[config.mk]
export PLATFORM = sky130hd
export DESIGN_NAME = mem_arbiter_flat
export DESIGN_NICKNAME = d
export VERILOG_FILES = /design/src/rtl/mem_arb_pkg.sv /design/src/rtl/mem_arbiter_if.sv /design/src/rtl/rr_arb2.sv /design/src/rtl/mem_arbiter.sv /design/src/flat_wrapper.sv
export SDC_FILE = /design/constraint.sdc
export NUM_CORES = 1
export LEC_CHECK = 0
export ABC_AREA = 1
export CAP_MARGIN = 20
export CORE_MARGIN = 2
export CORE_UTILIZATION = 33
export CTS_CLUSTER_DIAMETER = 120
export DETAILED_ROUTE_END_ITERATION = 8
export PLACE_DENSITY = 0.7
export SETUP_SLACK_MARGIN = 0.15
export SLEW_MARGIN = 40
export SYNTH_ARGS = -nofsm -noshare
export SYNTH_HDL_FRONTEND = slang
export SYNTH_SLANG_ARGS = --single-unit
[constraint.sdc]
create_clock -name clk -period 2.07 [get_ports clk]
set_clock_uncertainty 0.1 [all_clocks]
set_input_delay 0.5175 -clock clk [delete_from_list [all_inputs] [get_ports clk]]
set_output_delay 0.5175 -clock clk [all_outputs]
set_load 0.03 [all_outputs]
[src/rtl/mem_arb_pkg.sv]
// Shared types and constants for the fetch/LSU memory arbiter and its RAM.
package mem_arb_pkg;

  localparam int ADDR_W_DEFAULT    = 32;
  localparam int DATA_W_DEFAULT    = 32;
  localparam int MEM_WORDS_DEFAULT = 64;

  typedef enum logic [1:0] {
    IDLE   = 2'd0,
    ACCESS = 2'd1,
    RESP   = 2'd2
  } state_t;

  typedef enum logic {
    PORT_IFETCH = 1'b0,
    PORT_LSU    = 1'b1
  } port_id_t;

  // The port that did not win last time gets priority on contention.
  function automatic port_id_t other_port(input port_id_t p);
    port_id_t r;
    if (p == PORT_IFETCH) begin
      r = PORT_LSU;
    end else begin
      r = PORT_IFETCH;
    end
    return r;
  endfunction

endpackage

[src/rtl/mem_arbiter_if.sv]
// Requester and RAM-side signals of the memory arbiter.
// slave: the arbiter itself. master: core fetch/LSU logic plus the RAM read path.
interface mem_arbiter_if #(
  parameter int ADDR_W = 32,
  parameter int DATA_W = 32
);
  logic              req0;
  logic              req1;
  logic              we0;
  logic              we1;
  logic [ADDR_W-1:0] addr0;
  logic [ADDR_W-1:0] addr1;
  logic [DATA_W-1:0] wdata0;
  logic [DATA_W-1:0] wdata1;
  logic              ack0;
  logic              ack1;
  logic              err0;
  logic              err1;
  logic [DATA_W-1:0] rdata0;
  logic [DATA_W-1:0] rdata1;
  logic [ADDR_W-1:0] mem_addr;
  logic              mem_we;
  logic [DATA_W-1:0] mem_wdata;
  logic [DATA_W-1:0] mem_rdata;

  modport slave (
    input  req0, req1, we0, we1, addr0, addr1, wdata0, wdata1, mem_rdata,
    output ack0, ack1, err0, err1, rdata0, rdata1, mem_addr, mem_we, mem_wdata
  );

  modport master (
    output req0, req1, we0, we1, addr0, addr1, wdata0, wdata1, mem_rdata,
    input  ack0, ack1, err0, err1, rdata0, rdata1, mem_addr, mem_we, mem_wdata
  );
endinterface

[src/rtl/rr_arb2.sv]
// Combinational two-way round-robin pick; reusable for other shared resources.
module rr_arb2
  import mem_arb_pkg::*;
(
  input  logic [1:0] req,
  input  port_id_t   last_grant,
  output port_id_t   grant_id,
  output logic       grant_valid
);

  // Sole requester wins; on contention the port that lost last time wins.
  always_comb begin
    grant_id    = PORT_IFETCH;
    grant_valid = 1'b0;
    case (req)
      2'b01: begin
        grant_id    = PORT_IFETCH;
        grant_valid = 1'b1;
      end
      2'b10: begin
        grant_id    = PORT_LSU;
        grant_valid = 1'b1;
      end
      2'b11: begin
        grant_id    = other_port(last_grant);
        grant_valid = 1'b1;
      end
      default: begin
        grant_id    = PORT_IFETCH;
        grant_valid = 1'b0;
      end
    endcase
  end

endmodule

[src/rtl/mem_arbiter.sv]
// Shares one single-port word RAM between instruction fetch (port 0) and
// load/store (port 1). Each grant runs IDLE -> ACCESS -> RESP, one cycle each.
// The interface instance must use the same ADDR_W/DATA_W as this module.
module mem_arbiter
  import mem_arb_pkg::*;
#(
  parameter int ADDR_W    = ADDR_W_DEFAULT,
  parameter int DATA_W    = DATA_W_DEFAULT,
  parameter int MEM_WORDS = MEM_WORDS_DEFAULT
) (
  input logic          clk,
  input logic          rst_n,
  mem_arbiter_if.slave bus
);

  // Limit widened to the full address width so no upper word bits get dropped.
  localparam logic [ADDR_W-1:0] WORDS_LIMIT = ADDR_W'(MEM_WORDS);

  function automatic logic in_range(input logic [ADDR_W-3:0] word);
    return ({2'b00, word} < WORDS_LIMIT);
  endfunction

  state_t            state_q, state_d;
  port_id_t          owner_q, owner_d;
  port_id_t          last_grant_q, last_grant_d;
  logic              we_q, we_d;
  logic [ADDR_W-1:0] addr_q, addr_d;
  logic [ADDR_W-1:0] mem_addr_q, mem_addr_d;
  logic              mem_we_q, mem_we_d;
  logic [DATA_W-1:0] mem_wdata_q, mem_wdata_d;
  logic [DATA_W-1:0] rdata0_q, rdata0_d;
  logic [DATA_W-1:0] rdata1_q, rdata1_d;
  logic              ack0_q, ack0_d, ack1_q, ack1_d;
  logic              err0_q, err0_d, err1_q, err1_d;

  port_id_t          grant_id;
  logic              grant_valid;
  logic              sel_we;
  logic [ADDR_W-1:0] sel_addr;
  logic [DATA_W-1:0] sel_wdata;
  logic              addr_ok;

  rr_arb2 u_rr_arb2 (
    .req        ({bus.req1, bus.req0}),
    .last_grant (last_grant_q),
    .grant_id   (grant_id),
    .grant_valid(grant_valid)
  );

  assign addr_ok = in_range(addr_q[ADDR_W-1:2]);

  // Route the winning port's command fields.
  always_comb begin
    if (grant_id == PORT_LSU) begin
      sel_we    = bus.we1;
      sel_addr  = bus.addr1;
      sel_wdata = bus.wdata1;
    end else begin
      sel_we    = bus.we0;
      sel_addr  = bus.addr0;
      sel_wdata = bus.wdata0;
    end
  end

  // Next-state and registered-output logic of the transaction sequencer.
  always_comb begin
    state_d      = state_q;
    owner_d      = owner_q;
    last_grant_d = last_grant_q;
    we_d         = we_q;
    addr_d       = addr_q;
    rdata0_d     = rdata0_q;
    rdata1_d     = rdata1_q;
    mem_addr_d   = '0;
    mem_we_d     = 1'b0;
    mem_wdata_d  = '0;
    ack0_d       = 1'b0;
    ack1_d       = 1'b0;
    err0_d       = 1'b0;
    err1_d       = 1'b0;
    case (state_q)
      IDLE: begin
        if (grant_valid) begin
          owner_d     = grant_id;
          we_d        = sel_we;
          addr_d      = sel_addr;
          mem_addr_d  = sel_addr;
          mem_we_d    = sel_we & in_range(sel_addr[ADDR_W-1:2]);
          mem_wdata_d = sel_wdata;
          state_d     = ACCESS;
        end else begin
          state_d = IDLE;
        end
      end
      ACCESS: begin
        // Ack/err are set here so they are flop outputs during RESP.
        if (owner_q == PORT_LSU) begin
          ack1_d = 1'b1;
          err1_d = ~addr_ok;
          if (!we_q) begin
            rdata1_d = addr_ok ? bus.mem_rdata : '0;
          end else begin
            rdata1_d = rdata1_q;
          end
        end else begin
          ack0_d = 1'b1;
          err0_d = ~addr_ok;
          if (!we_q) begin
            rdata0_d = addr_ok ? bus.mem_rdata : '0;
          end else begin
            rdata0_d = rdata0_q;
          end
        end
        state_d = RESP;
      end
      RESP: begin
        last_grant_d = owner_q;
        state_d      = IDLE;
      end
      default: begin
        state_d = IDLE;
      end
    endcase
  end

  // State and output registers; reset leaves port 1 as last winner so port 0 goes first.
  always_ff @(posedge clk or negedge rst_n) begin
    if (!rst_n) begin
      state_q      <= IDLE;
      owner_q      <= PORT_IFETCH;
      last_grant_q <= PORT_LSU;
      we_q         <= 1'b0;
      addr_q       <= '0;
      mem_addr_q   <= '0;
      mem_we_q     <= 1'b0;
      mem_wdata_q  <= '0;
      rdata0_q     <= '0;
      rdata1_q     <= '0;
      ack0_q       <= 1'b0;
      ack1_q       <= 1'b0;
      err0_q       <= 1'b0;
      err1_q       <= 1'b0;
    end else begin
      state_q      <= state_d;
      owner_q      <= owner_d;
      last_grant_q <= last_grant_d;
      we_q         <= we_d;
      addr_q       <= addr_d;
      mem_addr_q   <= mem_addr_d;
      mem_we_q     <= mem_we_d;
      mem_wdata_q  <= mem_wdata_d;
      rdata0_q     <= rdata0_d;
      rdata1_q     <= rdata1_d;
      ack0_q       <= ack0_d;
      ack1_q       <= ack1_d;
      err0_q       <= err0_d;
      err1_q       <= err1_d;
    end
  end

  assign bus.mem_addr  = mem_addr_q;
  assign bus.mem_we    = mem_we_q;
  assign bus.mem_wdata = mem_wdata_q;
  assign bus.rdata0    = rdata0_q;
  assign bus.rdata1    = rdata1_q;
  assign bus.ack0      = ack0_q;
  assign bus.ack1      = ack1_q;
  assign bus.err0      = err0_q;
  assign bus.err1      = err1_q;

endmodule

[src/flat_wrapper.sv]
// flat-port wrapper written by rule: the top's interface ports become plain ports
module mem_arbiter_flat import mem_arb_pkg::*;
#(
  parameter int ADDR_W    = ADDR_W_DEFAULT,
  parameter int DATA_W    = DATA_W_DEFAULT,
  parameter int MEM_WORDS = MEM_WORDS_DEFAULT
)
  (clk, rst_n, bus_req0, bus_req1, bus_we0, bus_we1, bus_addr0, bus_addr1, bus_wdata0, bus_wdata1, bus_mem_rdata, bus_ack0, bus_ack1, bus_err0, bus_err1, bus_rdata0, bus_rdata1, bus_mem_addr, bus_mem_we, bus_mem_wdata);
  mem_arbiter_if #(.ADDR_W(ADDR_W), .DATA_W(DATA_W)) bus_i ();
  input logic clk;
  input logic rst_n;
  input wire logic [$bits(bus_i.req0)-1:0] bus_req0;
  input wire logic [$bits(bus_i.req1)-1:0] bus_req1;
  input wire logic [$bits(bus_i.we0)-1:0] bus_we0;
  input wire logic [$bits(bus_i.we1)-1:0] bus_we1;
  input wire logic [$bits(bus_i.addr0)-1:0] bus_addr0;
  input wire logic [$bits(bus_i.addr1)-1:0] bus_addr1;
  input wire logic [$bits(bus_i.wdata0)-1:0] bus_wdata0;
  input wire logic [$bits(bus_i.wdata1)-1:0] bus_wdata1;
  input wire logic [$bits(bus_i.mem_rdata)-1:0] bus_mem_rdata;
  output wire logic [$bits(bus_i.ack0)-1:0] bus_ack0;
  output wire logic [$bits(bus_i.ack1)-1:0] bus_ack1;
  output wire logic [$bits(bus_i.err0)-1:0] bus_err0;
  output wire logic [$bits(bus_i.err1)-1:0] bus_err1;
  output wire logic [$bits(bus_i.rdata0)-1:0] bus_rdata0;
  output wire logic [$bits(bus_i.rdata1)-1:0] bus_rdata1;
  output wire logic [$bits(bus_i.mem_addr)-1:0] bus_mem_addr;
  output wire logic [$bits(bus_i.mem_we)-1:0] bus_mem_we;
  output wire logic [$bits(bus_i.mem_wdata)-1:0] bus_mem_wdata;
  assign bus_i.req0 = bus_req0;
  assign bus_i.req1 = bus_req1;
  assign bus_i.we0 = bus_we0;
  assign bus_i.we1 = bus_we1;
  assign bus_i.addr0 = bus_addr0;
  assign bus_i.addr1 = bus_addr1;
  assign bus_i.wdata0 = bus_wdata0;
  assign bus_i.wdata1 = bus_wdata1;
  assign bus_i.mem_rdata = bus_mem_rdata;
  assign bus_ack0 = bus_i.ack0;
  assign bus_ack1 = bus_i.ack1;
  assign bus_err0 = bus_i.err0;
  assign bus_err1 = bus_i.err1;
  assign bus_rdata0 = bus_i.rdata0;
  assign bus_rdata1 = bus_i.rdata1;
  assign bus_mem_addr = bus_i.mem_addr;
  assign bus_mem_we = bus_i.mem_we;
  assign bus_mem_wdata = bus_i.mem_wdata;
  mem_arbiter #(.ADDR_W(ADDR_W), .DATA_W(DATA_W), .MEM_WORDS(MEM_WORDS)) u_core (.clk(clk), .rst_n(rst_n), .bus(bus_i));
endmodule
### Word-level counts from Yosys, hierarchy flattened

Index checks and enable logic that the tools add are counted.

| word-level totals | value |
|---|---|
| register bits after elaboration | 170 |
| output and inout bits | 133 |
| logic and storage cells | 53 |

| cells by class | value |
|---|---|
| $lt $le $gt $ge | 2 |
| equal/unequal tests | 5 |
| multiplexer cells | 23 |
| bitwise logic cells | 4 |
| reductions and logical operators | 5 |

Operator list:

| kind | count |
|---|---|
| $mux W32 | 7 |
| $lt A30 B7 Y1 const B | 2 |
| $mux W1 | 14 |
| $eq A2 B2 Y1 const B | 3 |
| $reduce_and A3 Y1 | 2 |
| $eq A2 B1 Y1 const B | 2 |
| $pmux W2 S2 | 1 |
| $not A1 Y1 | 3 |
| $reduce_or A3 Y1 | 1 |
| $logic_not A2 Y1 | 1 |
| $pmux W1 S2 | 1 |
| $reduce_and A2 Y1 | 1 |
| $and A1 B1 Y1 | 1 |

### Logic depth before layout (Yosys ltp)

Gate-level depths: netlist (run 1).

| depth | value |
|---|---|
| word-level depth | 7 |
| depth in mapped cells | 10 |

### Modules after synthesis

From an unflattened synthesis (run 1), not the netlist that was laid out.

| unflattened totals | value |
|---|---|
| cell total of the unflattened synthesis | 758 |
| area total of the unflattened synthesis | 6583.8 um^2 |

Modules (own cells, without submodules):

| module | times used | cells an instance | area each (um^2) | seq. area each (um^2) |
|---|---|---|---|---|
| mem_arbiter | 1 | 755 | 6568.8 | 4055.1 |
| rr_arb2 | 1 | 3 | 15.0 | 0.0 |

### Least setup slack after synthesis (run 1)

OpenSTA, ideal clock, no wires.

| path | value |
|---|---|
| kind | input port to flip-flop |
| from | in bus_req1 |
| to | reg u_core.mem_we_q (netlist: u_core.bus.mem_we) |
| setup time | 0.071 ns |
| data arrival time | 1.294 ns |
| data required time | 1.899 ns |
| path slack | 0.604 ns |
| stages on the path | 8 |
| path through | buf_6 buf_2 nand3b_1 nand2_1 nand2_1 nor2_1 nand3_1 nor2_1 |

| between the ends | value |
|---|---|
| longest elaborated chain between the ends | 7 |
| elaborated cells between the ends (all ways) | 12 |

RTL lines:

| element | line | RTL |
|---|---|---|
| start, declared | flat_wrapper.sv:13 | `input wire logic [$bits(bus_i.req1)-1:0] bus_req1;` |
| $eq A2 B2 Y1 | rr_arb2.sv:15 | `case (req)` |
| $pmux W1 S2 | rr_arb2.sv:15 |  |
| $mux W32 | mem_arbiter.sv:54 | `if (grant_id == PORT_LSU) begin` |
| $lt A30 B7 Y1 | mem_arbiter.sv:20 | `return ({2'b00, word} < WORDS_LIMIT);` |
| $and A1 B1 Y1 | mem_arbiter.sv:88 | `mem_we_d = sel_we & in_range(sel_addr[ADDR_W-1:2]);` |
| $mux W1 * | mem_arbiter.sv:83 | `if (grant_valid) begin` |
| $mux W1 * | mem_arbiter.sv:81 | `case (state_q)` |
| named net u_core.mem_we_d | mem_arbiter.sv:29 | `logic mem_we_q, mem_we_d;` |
| end signal, assigned | mem_arbiter.sv:150 | `mem_we_q <= mem_we_d;` |
| end, declared | mem_arbiter.sv:29 |  |

The timed path passes the listed nets; every way through them passes the cells marked *.
A chain may end at the register's enable or synchronous reset.

### Final worst setup path (run 1)

| path | value |
|---|---|
| from | reg u_core.rdata0_q[1] (netlist: u_core.bus.rdata0[1]) |
| to | out bus_rdata0[1] |

RTL lines:

| element | line | RTL |
|---|---|---|
| start, declared | mem_arbiter.sv:31 | `logic [DATA_W-1:0] rdata0_q, rdata0_d;` |
| start signal, assigned | mem_arbiter.sv:152 | `rdata0_q <= rdata0_d;` |
| end, declared | flat_wrapper.sv:25 | `output wire logic [$bits(bus_i.rdata0)-1:0] bus_rdata0;` |

No word-level cell between the ends.

==> results_dict.tcl, run 1 <==
set metrics [dict create \
    rrSetupSlack_ps 400 \
    finalHoldViolCount 0 \
    vias 6147 \
    pre_cts_ws_ps -94.22 \
    arrival_ps 1230 \
    multi_input_area_um2 2227 \
    boundaryPins 299 \
    die_w_um 146.2 \
    worst-path-stages 1 \
    grt_pass1_vias 6026 \
    grt_max_degree 47 \
    numCtsBuffers 17 \
    crit_chain "dlygate4sd2_1" \
    io_buffers 298 \
    slew_headroom_pct 68.57 \
    synth_top_family_by_area "simple AND/OR/NAND/NOR gates" \
    worst_pin_slew_ps 471.5 \
    die_area_um2 21380 \
    firstDrtPassIters 5 \
    cts-root-buf "clkbuf_16" \
    grt_first_pass_wirelength_um 31280 \
    post_cts_buffers 0 \
    synth_area_um2 6674 \
    wl_um 19590 \
    num-fill-cells 1909 \
    ys_ff_latch 162 \
    synth_edf_count 0 \
    synth.yosys.seq_area_share_pct 60.76 \
    drc 0 \
    place_hpwl_um 14380 \
    r2r_cells 5 \
    finalCritPeriodShare_pct 89.10 \
    cts_tree "done" \
    synth_simple_gate_area_share_pct 27.30 \
    synth_fa_ha_area_share_pct 0 \
    netlist.area_leader.share_pct 60.37 \
    synth_area_leaders "dfrtp_1 (60%), nand2_1 (12%), nor2_1 (7.4%)" \
    cpPeakStageDelay_ps 450 \
    status "complete, no violations" \
    maxSlewViolCount 0 \
    critPathMaxFanout 2 \
    fin_nets 1241 \
    htreeDepth 4 \
    start_util_pct 33.30 \
    path_delay_family "buffers and inverters" \
    ys_warn_count 0 \
    finalPower_w 0.01357 \
    rsz0062_at_grt "no" \
    synth.mux.area_fraction_pct 0 \
    critical_path_class "reg -> out" \
    place_congestion 0.8250 \
    ant_nets 0 \
    hold_ws_ps 373.9 \
    synth_most_common_cell "nand2_1" \
    synthXorXnorAreaFrac_pct 0 \
    cts.sinks 162 \
    cp.required_ps 1450 \
    clock_latency_ps 420 \
    power_leakage_nw 5.682 \
    syn_to_final_growth_pct 59.86 \
    synthFlopType "dfrtp_1" \
    place_area_um2 10210 \
    yosys.area.top_type "dfrtp_1" \
    critPathSlowestCell "dlygate4sd2_1" \
    cts_buffer_depth 2 \
    drt-initial-drc-count 337 \
    regArea_um2 4055 \
    wl_per_cell_um 14.42 \
    drive_above_1_share_pct 9.099 \
    setup_ws_ps 225.6 \
    worst-path-buf-inv 1 \
    rows 52 \
    synthCells 755 \
    drv_cap 0 \
    synth_commonest_cells "nand2_1 (213), dfrtp_1 (161), nor2_1 (132)" \
    clk_pin_slew_ps 60 \
    grt_overflow 0 \
    setup_viol 0 \
    grt_use_total_pct 18.57 \
    ys_types 26 \
    fin_area_um2 10670 \
    worst_ir_drop_vdd_uv 683.9 \
    endpoint_kind "primary output" \
    syn_avg_cell_area_um2 8.840 \
    min_period_ps 1844 \
    syn_nets 921 \
    vias_per_cell 4.527 \
    synth_compound_area_share_pct 5.962 \
    hold_class "reg -> reg" \
    hold_depth 2 \
    async_flop_share_pct 100.0 \
    fp.coreArea_um2 20040 \
    die_h_um 146.2 \
    diodes 0 \
    p_per_area_nw_per_um2 1272 \
    antenna_found_initial 0 \
    start_kind "flop" \
    fin_util_pct 53.24 \
    fmax_ghz 0.5422 \
]
## timing repair
item                       in CTS  in global routing
gates resized for setup       133                  0
setup endpoints to repair     133                  0
hold buffers                    1                  0
hold endpoints to repair       37                  0
## where the power goes
| part | switching (W) | internal, W |
|---|---|---|
| Sequential | 0.000446 | 0.00423 |
| Clock | 0.00136 | 0.00193 |
| Combinational | 0.00367 | 0.00192 |
| Total | 0.00548 | 0.00808 |
## per-layer routing
layer | wire length [um] | up-vias | global-route usage (%) | share of wire (%)
li1 | - | 3024 | - | -
met1 | 8126 | 2868 | 23.19 | 41
met2 | 9336 | 226 | 30.02 | 48
met3 | 1743 | 29 | 6.625 | 8.9
met4 | 381 | 0 | 6.456 | 1.9
met5 | 0 | - | 0 | 0
## layout by cell type, fill, tap and decap left out, types with 10 or more instances in the layout
master,count
buf_12,10
buf_4,36
clkbuf_16,17
clkdlybuf4s50_1,164
dfrtp_1,161
dlygate4sd2_1,133
inv_1,31
nand2_1,213
nand3_1,77
nor2_1,131
o21ai_0,47
o21ai_1,20
## state kept, by name, indices dropped and copies added (netlist names)
signal and flops:
u_core.we_q 1, u_core.bus.mem_wdata 32, u_core.owner_q 1, u_core.bus.err1 1, u_core.bus.err0 1, u_core.bus.rdata0 32
u_core.bus.mem_we 1, u_core.bus.mem_addr 32, u_core.addr_q 24, u_core.bus.ack0 1, u_core.bus.ack1 1, u_core.last_grant_q 1
u_core.state_q 2, u_core.bus.rdata1 32
## cells by family after synthesis
kind of cell,Yosys count
buffers and inverters,80
AO/OA/AOI/OAI,75
flip-flops,162
AND/OR/NAND/NOR,438
## cell type report
| cell class | count | share of cell area (%) |
|---|---|---|
| Timing Repair Buffer | 345 | 30.91 |
| Sequential cell | 162 | 38.01 |
| Clock inverter | 15 | 1.783 |
| Multi-Input combinational cell | 513 | 20.87 |
| Clock buffer | 17 | 3.987 |
| Tap cell | 270 | 3.166 |
| Inverter | 36 | 1.267 |
## metrics by stage
stage,TNS [ps],cells
4_1_cts,0,1358
3_3_place_gp,-2673,1325
5_1_grt,0,1358
2_1_floorplan,0,755
6_report,0,1358
3_5_place_dp,-4000,1325
## final timing paths
path,start,end
min in group asynchronous,rst_n,u_core.bus.rdata0[22]
setup reg to reg,u_core.last_grant_q,u_core.bus.mem_wdata[26]
setup / recovery,u_core.bus.rdata0[1],bus_rdata0[1]
max in group asynchronous,rst_n,u_core.bus.mem_wdata[24]
hold reg to reg,u_core.bus.rdata1[21],u_core.bus.rdata1[21]
hold / removal,u_core.bus.rdata1[21],u_core.bus.rdata1[21]
Power figures use the tool's default switching activity.
==> run 2, diff against run 1 <==
Settings changed: CTS_CLUSTER_SIZE from default to 20.
==> results of run 2 <==
Same layout as run 1: the final DEF is identical, and so are final timing and power.
==> run 3, diff against run 2 <==
Settings changed: CORE_MARGIN 2 to 5, GPL_TIMING_DRIVEN from default to 0.
==> run 3 against run 2 <==
First-iteration DRC count decreased by 5.9%; clock power decreased by 6.4%; power decreased by 1.8%; wire length increased by 11%; global-route usage decreased by 0.25 points; utilization decreased by 0.85 points; via count increased by 0.44%; critical path type unchanged; largest cell class unchanged; largest power group unchanged.
==> results_dict.tcl, run 3 (same netlist as run 1, synthesis figures left out) <==
set metrics [dict create \
    syn_to_final_growth_pct 57.82 \
    clock_latency_ps 410 \
    grt_first_pass_wirelength_um 34110 \
    critPathMaxFanout 2 \
    wl_per_cell_um 15.91 \
    hold_class "reg -> reg" \
    grt_max_degree 77 \
    wl_um 21670 \
    io_buffers 298 \
    start_kind "flop" \
    cts.sinks 162 \
    fin_util_pct 52.39 \
    grt_use_met3_pct 4.828 \
    setup_viol 0 \
    cts_tree "done" \
    die_area_um2 23170 \
    cts-root-buf "clkbuf_16" \
    cp.required_ps 1450 \
    critical_path_class "reg -> out" \
    cts_buffer_depth 2 \
    vias_per_cell 4.533 \
    worst_pin_slew_ps 539.7 \
    min_period_ps 1849 \
    finalCritPeriodShare_pct 89.31 \
    grt.met2_usage_pct 31.56 \
    setup_ws_ps 221.4 \
    power_leakage_nw 5.633 \
    finalHoldViolCount 0 \
    vias 6174 \
    fmax_ghz 0.5409 \
    die_h_um 152.2 \
    slew_headroom_pct 64.02 \
    grt_util_met1_pct 23.00 \
    place_area_um2 10050 \
    endpoint_kind "primary output" \
    firstDrtPassIters 5 \
    fin_nets 1244 \
    path_delay_family "buffers and inverters" \
    grt_pass1_vias 6254 \
    final_common_cell "nand2_1" \
    worst-path-buf-inv 1 \
    clk_pin_slew_ps 70 \
    boundaryPins 299 \
    drc 0 \
    fin_area_um2 10530 \
    final_cell_mix "nand2_1 (213), clkdlybuf4s50_1 (162), dfrtp_1 (161), dlygate4sd2_1 (134), nor2_1 (130)" \
    place_congestion 0.7836 \
    die_w_um 152.2 \
    hold_ws_ps 373.8 \
    p_per_area_nw_per_um2 1265 \
    worst_ir_drop_vdd_uv 527.9 \
    grt_overflow 0 \
    pre_cts_ws_ps -401.8 \
    rrSetupSlack_ps 300 \
    top_usage_layer "met2" \
    drt-initial-drc-count 317 \
    status "complete, no violations" \
    numCtsBuffers 17 \
    rsz0062_at_grt "yes" \
    fp.coreArea_um2 20100 \
    final.setup.tns_ps 0 \
    place_hpwl_um 16670 \
    drv_cap 0 \
    drive_above_1_share_pct 8.708 \
    arrival_ps 1230 \
    ant_nets 0 \
    maxSlewViolCount 0 \
    antenna_found_initial 1 \
    critPathSlowestCell "dlygate4sd2_1" \
    start_util_pct 33.20 \
    htreeDepth 4 \
    grt_use_total_pct 18.32 \
    rows 52 \
    cpPeakStageDelay_ps 450 \
    crit_chain "dlygate4sd2_1" \
]
run 3: cell count changes in the layout (fill, tap and decap cells not counted), sizes merged:
cell / change
clkbuf: +13
dlymetal6s2s: +1
diode: +1
buf: -10
clkdlybuf4s50: -2
dlygate4sd2: +1
inv: -3
bufinv: -2
clkinv: +5
run 3: repair_timing:
| action | 4_1_cts | 5_1_grt |
|---|---|---|
| pin swaps | 0 | 1 |
| setup buffers | 1 | 2 |
| endpoints found under the hold margin | 13 | 0 |
| endpoints found under the setup margin | 153 | 5 |
| gates resized for setup | 141 | 7 |
| hold buffers | 1 | 0 |
run 3: per-layer routing:
| layer | routed length (um) | share of wire, % |
|---|---|---|
| met5 | 0 | 0 |
| met4 | 215 | 0.99 |
| met3 | 1700 | 7.8 |
| met1 | 9001 | 42 |
| met2 | 10760 | 50 |
run 3: through the flow:
stage	cells	power [W]
3_3_place_gp	1323	0.01082
5_1_grt	1361	0.01413
2_1_floorplan	755	0.008104
4_1_cts	1359	0.01346
6_report	1362	0.01332
3_5_place_dp	1325	0.01093
run 3: area by class of cell:
type / instances / area [um^2]
diodes: 1 / 2.502
plain buffers: 44 / 285.3
clock buffers: 17 / 425.4
clock inverters: 15 / 152.6
fillers: 1884 / 9572
inverters: 36 / 138.9
multi-input cells: 513 / 2225
flip-flops and latches: 162 / 4055
well taps: 270 / 337.8
repair buffers: 304 / 2910
run 3: power by group:
part	switching (W)	internal (W)	total, W
Sequential	0.000459	0.00423	0.00469
Combinational	0.00375	0.00181	0.00556
Clock	0.00139	0.00169	0.00308
Total	0.00559	0.00773	0.0133
run 3: worst paths after layout:
path                                     endpoint  depth (start not counted)                  start
hold reg to reg             u_core.bus.rdata1[16]                          2  u_core.bus.rdata1[16]
setup reg to reg           u_core.bus.mem_addr[1]                          7    u_core.last_grant_q
setup / recovery                   bus_rdata0[31]                          1  u_core.bus.rdata0[31]
hold / removal              u_core.bus.rdata1[16]                          2  u_core.bus.rdata1[16]
max in group asynchronous     u_core.last_grant_q                          3                  rst_n
min in group asynchronous   u_core.bus.rdata0[28]                          2                  rst_n
==> RTL change 1 (config.mk and constraints of run 2) <==
Encoding of `state_t`: now one-hot (3 bits for 3 states).
--- a/src/rtl/mem_arb_pkg.sv
+++ b/src/rtl/mem_arb_pkg.sv
@@ -5,10 +5,10 @@
   localparam int DATA_W_DEFAULT    = 32;
   localparam int MEM_WORDS_DEFAULT = 64;
 
-  typedef enum logic [1:0] {
-    IDLE   = 2'd0,
-    ACCESS = 2'd1,
-    RESP   = 2'd2
+  typedef enum logic [2:0] {
+    IDLE   = 3'b001,
+    ACCESS = 3'b010,
+    RESP   = 3'b100
   } state_t;
 
   typedef enum logic {
Check against the original RTL: no difference found for any inputs over 4 cycles, from zero or initial values and one cycle with rst_n low; so few cycles prove little.
==> RTL change 1 against run 2 <==
- final area is 0.53% lower
- sequential cell count is 1 higher
- total power is 8.9% higher
- setup slack better by 7.8 ps
- area after synthesis is 0.49% higher
- synthesized cell count is 0.66% higher
- sequential power is 9.0% higher
- non-clock buffer count is 5 lower
- wire length is 0.30% higher
- via count is 0.44% lower
- combinational power is 18% higher
- core utilization is 0.45 points lower
- global-route usage is 0.50 points higher
- critical endpoint is now bus_mem_addr[18]
- largest power group unchanged
==> RTL change 1: results (changes against run 2) <==
metric,value,unit,change
port_buffers,298,,unchanged
yosysWarnings,0,,unchanged
synthesis.instances,760,,+0.66%
final_nets,1240,,-0.081%
overall_fraction_of_global_route_tracks_in_use,0.191,,+0.00503
routed_wirelength,19.6,mm,+0.30%
clock_tree_root,sky130_fd_sc_hd__clkbuf_16,,
synthArstFlopShare,1.00,,unchanged
diodes,0,,unchanged
crit_slowest_cell,sky130_fd_sc_hd__dlygate4sd2_1,,
drt.antenna.violating_nets,0,,unchanged
drive_above_1_share,0.0837,,-0.00728
drtIter0Drc,328,,-2.7%
vdd.ir_drop.worst,0.552,mV,-19%
number_of_antenna_violations_at_the_first_check_in_global_routing,0,,unchanged
timing.critical_path.slowest_cell_delay,470,ps,+20 ps
dpl.hpwl,14.5,mm,+0.63%
seq_area_frac_synth,0.609,,+0.000971
cellLeakagePower,0.00561,uW,-1.3%
finalWeightedCongestion,0.815,,-1.2%
clock_tree.buffer_depth,2,,unchanged
numPlacedInstances,1323,,-0.15%
first_pass_iters,4,,-1
worst_skew_pair.late_latency,420,ps,about the same
synth_enable_flop_cells,0,,unchanged
synth.area.top_cells,"sky130_fd_sc_hd__dfrtp_1 (60%), sky130_fd_sc_hd__nand2_1 (12%), sky130_fd_sc_hd__nor2_1 (7.5%), sky130_fd_sc_hd__nand3_1 (6.0%), sky130_fd_sc_hd__o21ai_0 (4.9%)",,
cp.arrival,1220,ps,
critical_path.max_fanout,1,,-1
synth_commonest_cells,"sky130_fd_sc_hd__nand2_1 (211), sky130_fd_sc_hd__dfrtp_1 (161), sky130_fd_sc_hd__nor2_1 (134), sky130_fd_sc_hd__nand3_1 (80), sky130_fd_sc_hd__o21ai_0 (66)",,
grt_pass1_vias,6222,,+3.3%
place_worst_setup_slack,-102,ps,-7.47 ps
clk_pin_slew,60,ps,about the same
wire_length_of_the_first_global_routing_pass,32.5,mm,+3.8%
drt-wirelength-per-cell,14.5,um,+0.38%
detail_route.vias_per_cell,4.51,,-0.37%
cts-buffers-inserted,17,,unchanged
synth_cell_type_count,22,,-15%
tightestPinTransition,416,ps,-55.5 ps
cp_top_delay_family,buffers and inverters,,
fill_cells,1862,,-2.5%
min_path_type,reg2reg,,
h-tree-depth,4,,unchanged
mappedNetlistNets,926,,+0.54%
run_status,completed,,
grt_start_max_net_pins,58,,+23%
==> RTL change 1: worst paths after layout <==
kind | from | endpoint | slack [ps] | cells past startpoint
setup / recovery | u_core.bus.mem_addr[18]$_DFF_PN0_ | bus_mem_addr[18] | 230 | 1
min in group asynchronous | rst_n | u_core.bus.rdata1[0]$_DFFE_PN0P_ | 430 | 2
setup reg to reg | u_core.state_q[0]$_DFF_PN1_ | u_core.bus.rdata0[13]$_DFFE_PN0P_ | 380 | 8
hold / removal | u_core.bus.rdata0[21]$_DFFE_PN0P_ | u_core.bus.rdata0[21]$_DFFE_PN0P_ | 370 | 2
hold reg to reg | u_core.bus.rdata0[21]$_DFFE_PN0P_ | u_core.bus.rdata0[21]$_DFFE_PN0P_ | 370 | 2
max in group asynchronous | rst_n | u_core.bus.mem_wdata[21]$_DFF_PN0_ | 760 | 3
==> RTL change 1: logic make-up after synthesis <==
kind of cell	synth area share
compound gates	0.0591
buf+inv	0.0629
flops	0.609
simple gates	0.269
==> RTL change 1: final cells by class <==
cell class	instances	area [um^2]	share of cell area
multi-input combinational	512	2220	0.209
tap	270	338	0.0318
timing repair buffer	340	3260	0.307
clock buffer	19	443	0.0417
sequential	163	4080	0.385
clock inverter	13	124	0.0117
inverter	40	150	0.0141
==> RTL change 1: per-layer routing <==
| metal | vias to the layer above | track usage | share of wire |
|---|---|---|---|
| met5 | - | 0 | 0 |
| met4 | 0 | 0.0617 | 0.020 |
| met3 | 29 | 0.0541 | 0.069 |
| met2 | 232 | 0.314 | 0.48 |
| met1 | 2827 | 0.244 | 0.43 |
| li1 | 3032 | - | - |
==> RTL change 1: power by group <==
group / leakage, uW / switching, uW / internal [uW]
clock: 0.000271 / 1350 / 1710
combinational: 0.00322 / 4340 / 2280
sequential: 0.00212 / 567 / 4530
==> RTL change 1: what timing repair did <==
item                                    in CTS  in global routing
endpoints found under the setup margin     133                  1
endpoints found under the hold margin       24                  0
setup buffers                                0                  1
pin swaps                                    0                  1
hold buffers                                 1                  0
resized for setup                          133                  0
cloned                                       0                  0
==> RTL change 1: stage by stage <==
step | power, uW | cell area (um^2) | setup TNS (ps) | hold WS [ps] | util
final | 14800 | 10600 | 0 | 373 | 0.528
after CTS | 14900 | 10600 | 0 | 379 | 0.528
after floorplan | 9150 | 6710 | 0 | 122 | -
after global routing | 15700 | 10600 | 0 | 400 | 0.528
after global placement | 12500 | 10200 | -810 | 305 | 0.507
after detailed placement | 12600 | 10200 | -982 | 303 | 0.507
==> RTL change 2 (config.mk and constraints of run 2) <==
Without the edit above. `DATA_W_DEFAULT`: 32 -> 48.
--- a/src/rtl/mem_arb_pkg.sv
+++ b/src/rtl/mem_arb_pkg.sv
@@ -2,7 +2,7 @@
 package mem_arb_pkg;
 
   localparam int ADDR_W_DEFAULT    = 32;
-  localparam int DATA_W_DEFAULT    = 32;
+  localparam int DATA_W_DEFAULT    = 48;
   localparam int MEM_WORDS_DEFAULT = 64;
 
   typedef enum logic [1:0] {
Ports: changed (6 resized); port bits go from 299 to 395. The function was not compared with the original's and may differ.
==> RTL change 2 against run 2 <==
- fmax is 2.4% lower
- total power up 19%
- wire length increased by 48%
- core utilization down 0.37 points
- register-to-register slack got worse by 80 ps
- area after synthesis is 28% higher
- sequential power up 29%
- critical endpoint is now bus_rdata1[29]
- sequential cell count increased by 48
- final area increased by 26%
- setup slack lost 46 ps
- via count up 31%
==> RTL change 2: results (changes against run 2) <==
metric,value,unit,change
run_status,completed,,
number_of_antenna_violations_at_the_first_check_in_global_routing,2,,+2
grt_start_max_net_pins,57,,+21%
wire_length_of_the_first_global_routing_pass,42.8,mm,+37%
seq_area_frac_synth,0.614,,+0.00630
synthArstFlopShare,1.00,,unchanged
overall_fraction_of_global_route_tracks_in_use,0.202,,+0.0164
crit-reg2reg-launch,u_core.addr_q[31]$_DFFE_PN0P_,,
vdd.ir_drop.worst,0.792,mV,+16%
synth_cell_type_count,25,,-3.8%
cellLeakagePower,0.00709,uW,+25%
min_path_type,reg2reg,,
drtIter0Drc,605,,+80%
cp.arrival,1270,ps,+40 ps
drive_above_1_share,0.0680,,-0.0230
mappedNetlistNets,1178,,+28%
h-tree-depth,1,,-3
port_buffers,394,,+32%
ff2ff_setup_slack,320,ps,-80 ps
worst_setup_path_endpoint,bus_rdata1[29],,
clock_tree.buffer_depth,3,,+1
timing.critical_path.slowest_cell_delay,420,ps,-30 ps
detail_route.vias_per_cell,4.72,,+4.2%
synth_commonest_cells,"sky130_fd_sc_hd__nand2_1 (277), sky130_fd_sc_hd__dfrtp_1 (209), sky130_fd_sc_hd__nor2_1 (163), sky130_fd_sc_hd__nand3_1 (109), sky130_fd_sc_hd__o21ai_0 (47)",,
cts-buffers-inserted,14,,-3
grt_pass1_vias,7954,,+32%
critical_path.reg2reg.endpoint,u_core.bus.rdata1[42]$_DFFE_PN0P_,,
cp_launch_point,u_core.bus.rdata1[29]$_DFFE_PN0P_,,
syn_avg_cell_area,8.88,um^2,+0.48%
critical_path.max_fanout,2,,unchanged
clk_pin_slew,80,ps,+20 ps
synth.area.top_cells,"sky130_fd_sc_hd__dfrtp_1 (61%), sky130_fd_sc_hd__nand2_1 (12%), sky130_fd_sc_hd__nor2_1 (7.1%), sky130_fd_sc_hd__nand3_1 (6.4%), sky130_fd_sc_hd__o21ai_0 (2.7%)",,
numPlacedInstances,1674,,+26%
timing.reg2reg.worst_path_depth,9,,+4
detailed_place.area,0.0131,mm^2,+29%
crit_slowest_cell,sky130_fd_sc_hd__dfrtp_1,,
worst_skew_pair.late_latency,470,ps,+50 ps
finalWeightedCongestion,0.840,,+1.8%
routed_wirelength,29.0,mm,+48%
cp_top_delay_family,flip-flops,,
tightestPinTransition,590,ps,+118 ps
drt-wirelength-per-cell,17.0,um,+18%
dpl.hpwl,21.1,mm,+47%
final_nets,1578,,+27%
postSynth.topFlopCell,sky130_fd_sc_hd__dfrtp_1,,
==> RTL change 2: changes by cell type after synthesis, sizes merged <==
cell / change
nand2: +64
nor2: +32
o21ai: +16
dfrtp: +48
clkbuf: +4
buf: +13
nand3: +32
==> RTL change 2: how the worst min path moves through the flow <==
| stage | from | to | slack [ps] | depth (start not counted) |
|---|---|---|---|---|
| after floorplan | rst_n | u_core.addr_q[10]$_DFFE_PN0P_ | 120 | 0 |
| after global placement | u_core.bus.rdata1[17]$_DFFE_PN0P_ | u_core.bus.rdata1[17]$_DFFE_PN0P_ | 360 | 2 |
| after detailed placement | u_core.bus.rdata1[3]$_DFFE_PN0P_ | u_core.bus.rdata1[3]$_DFFE_PN0P_ | 360 | 2 |
| after CTS | u_core.bus.rdata1[3]$_DFFE_PN0P_ | u_core.bus.rdata1[3]$_DFFE_PN0P_ | 380 | 2 |
| after global routing | u_core.bus.rdata1[28]$_DFFE_PN0P_ | u_core.bus.rdata1[28]$_DFFE_PN0P_ | 400 | 2 |
| final | u_core.bus.rdata1[3]$_DFFE_PN0P_ | u_core.bus.rdata1[3]$_DFFE_PN0P_ | 380 | 2 |
==> RTL change 2: through the flow <==
step	power (uW)	setup TNS (ps)	worst slack [ps]	utilization	hold WS (ps)
after CTS	16300	0	102	0.527	382
after global routing	17200	0	105	0.529	400
final	16200	0	179	0.529	378
after detailed placement	14300	-314	-65.0	0.519	365
after floorplan	10400	0	585	-	122
after global placement	14200	-198	-76.7	0.519	361
==> RTL change 2: power breakdown <==
group | switching (uW) | internal, uW | leakage (uW)
Sequential | 593 | 5440 | 0.00279
Clock | 1400 | 1330 | 0.000196
Combinational | 4860 | 2520 | 0.00410
==> RTL change 2: timing repair <==
action / in CTS / in global routing
endpoints found under the setup margin: 181 / 63
pin swaps: 0 / 1
setup buffers: 0 / 2
hold endpoints to repair: 41 / 0
hold buffers: 1 / 0
cloned: 0 / 1
gates resized for setup: 187 / 35
==> RTL change 2: routing by layer <==
layer	vias to the layer above	global-route usage	share of wire
met5	-	0	0
met4	0	0.0700	0.025
met3	43	0.0802	0.12
met2	366	0.335	0.47
met1	3772	0.239	0.38
li1	3850	-	-
==> RTL change 2: cells by family (layout without fill, tap and decap cells) <==
family,Yosys count,count (layout),share of synthesized area
compound gates,91,91,0.0545
other cells,0,4,0
flops,210,210,0.614
buf+inv,97,501,0.0571
simple gates,566,566,0.274
==> RTL change 2: cell type report <==
| class | count | area [um^2] |
|---|---|---|
| Tap cell | 330 | 413 |
| Timing Repair Buffer | 445 | 4360 |
| Fill cell | 2390 | 11900 |
| Inverter | 36 | 136 |
| Clock buffer | 19 | 390 |
| Antenna cell | 4 | 10.0 |
| Sequential cell | 210 | 5260 |
| Multi-Input combinational cell | 657 | 2820 |
| Clock inverter | 1 | 11.3 |
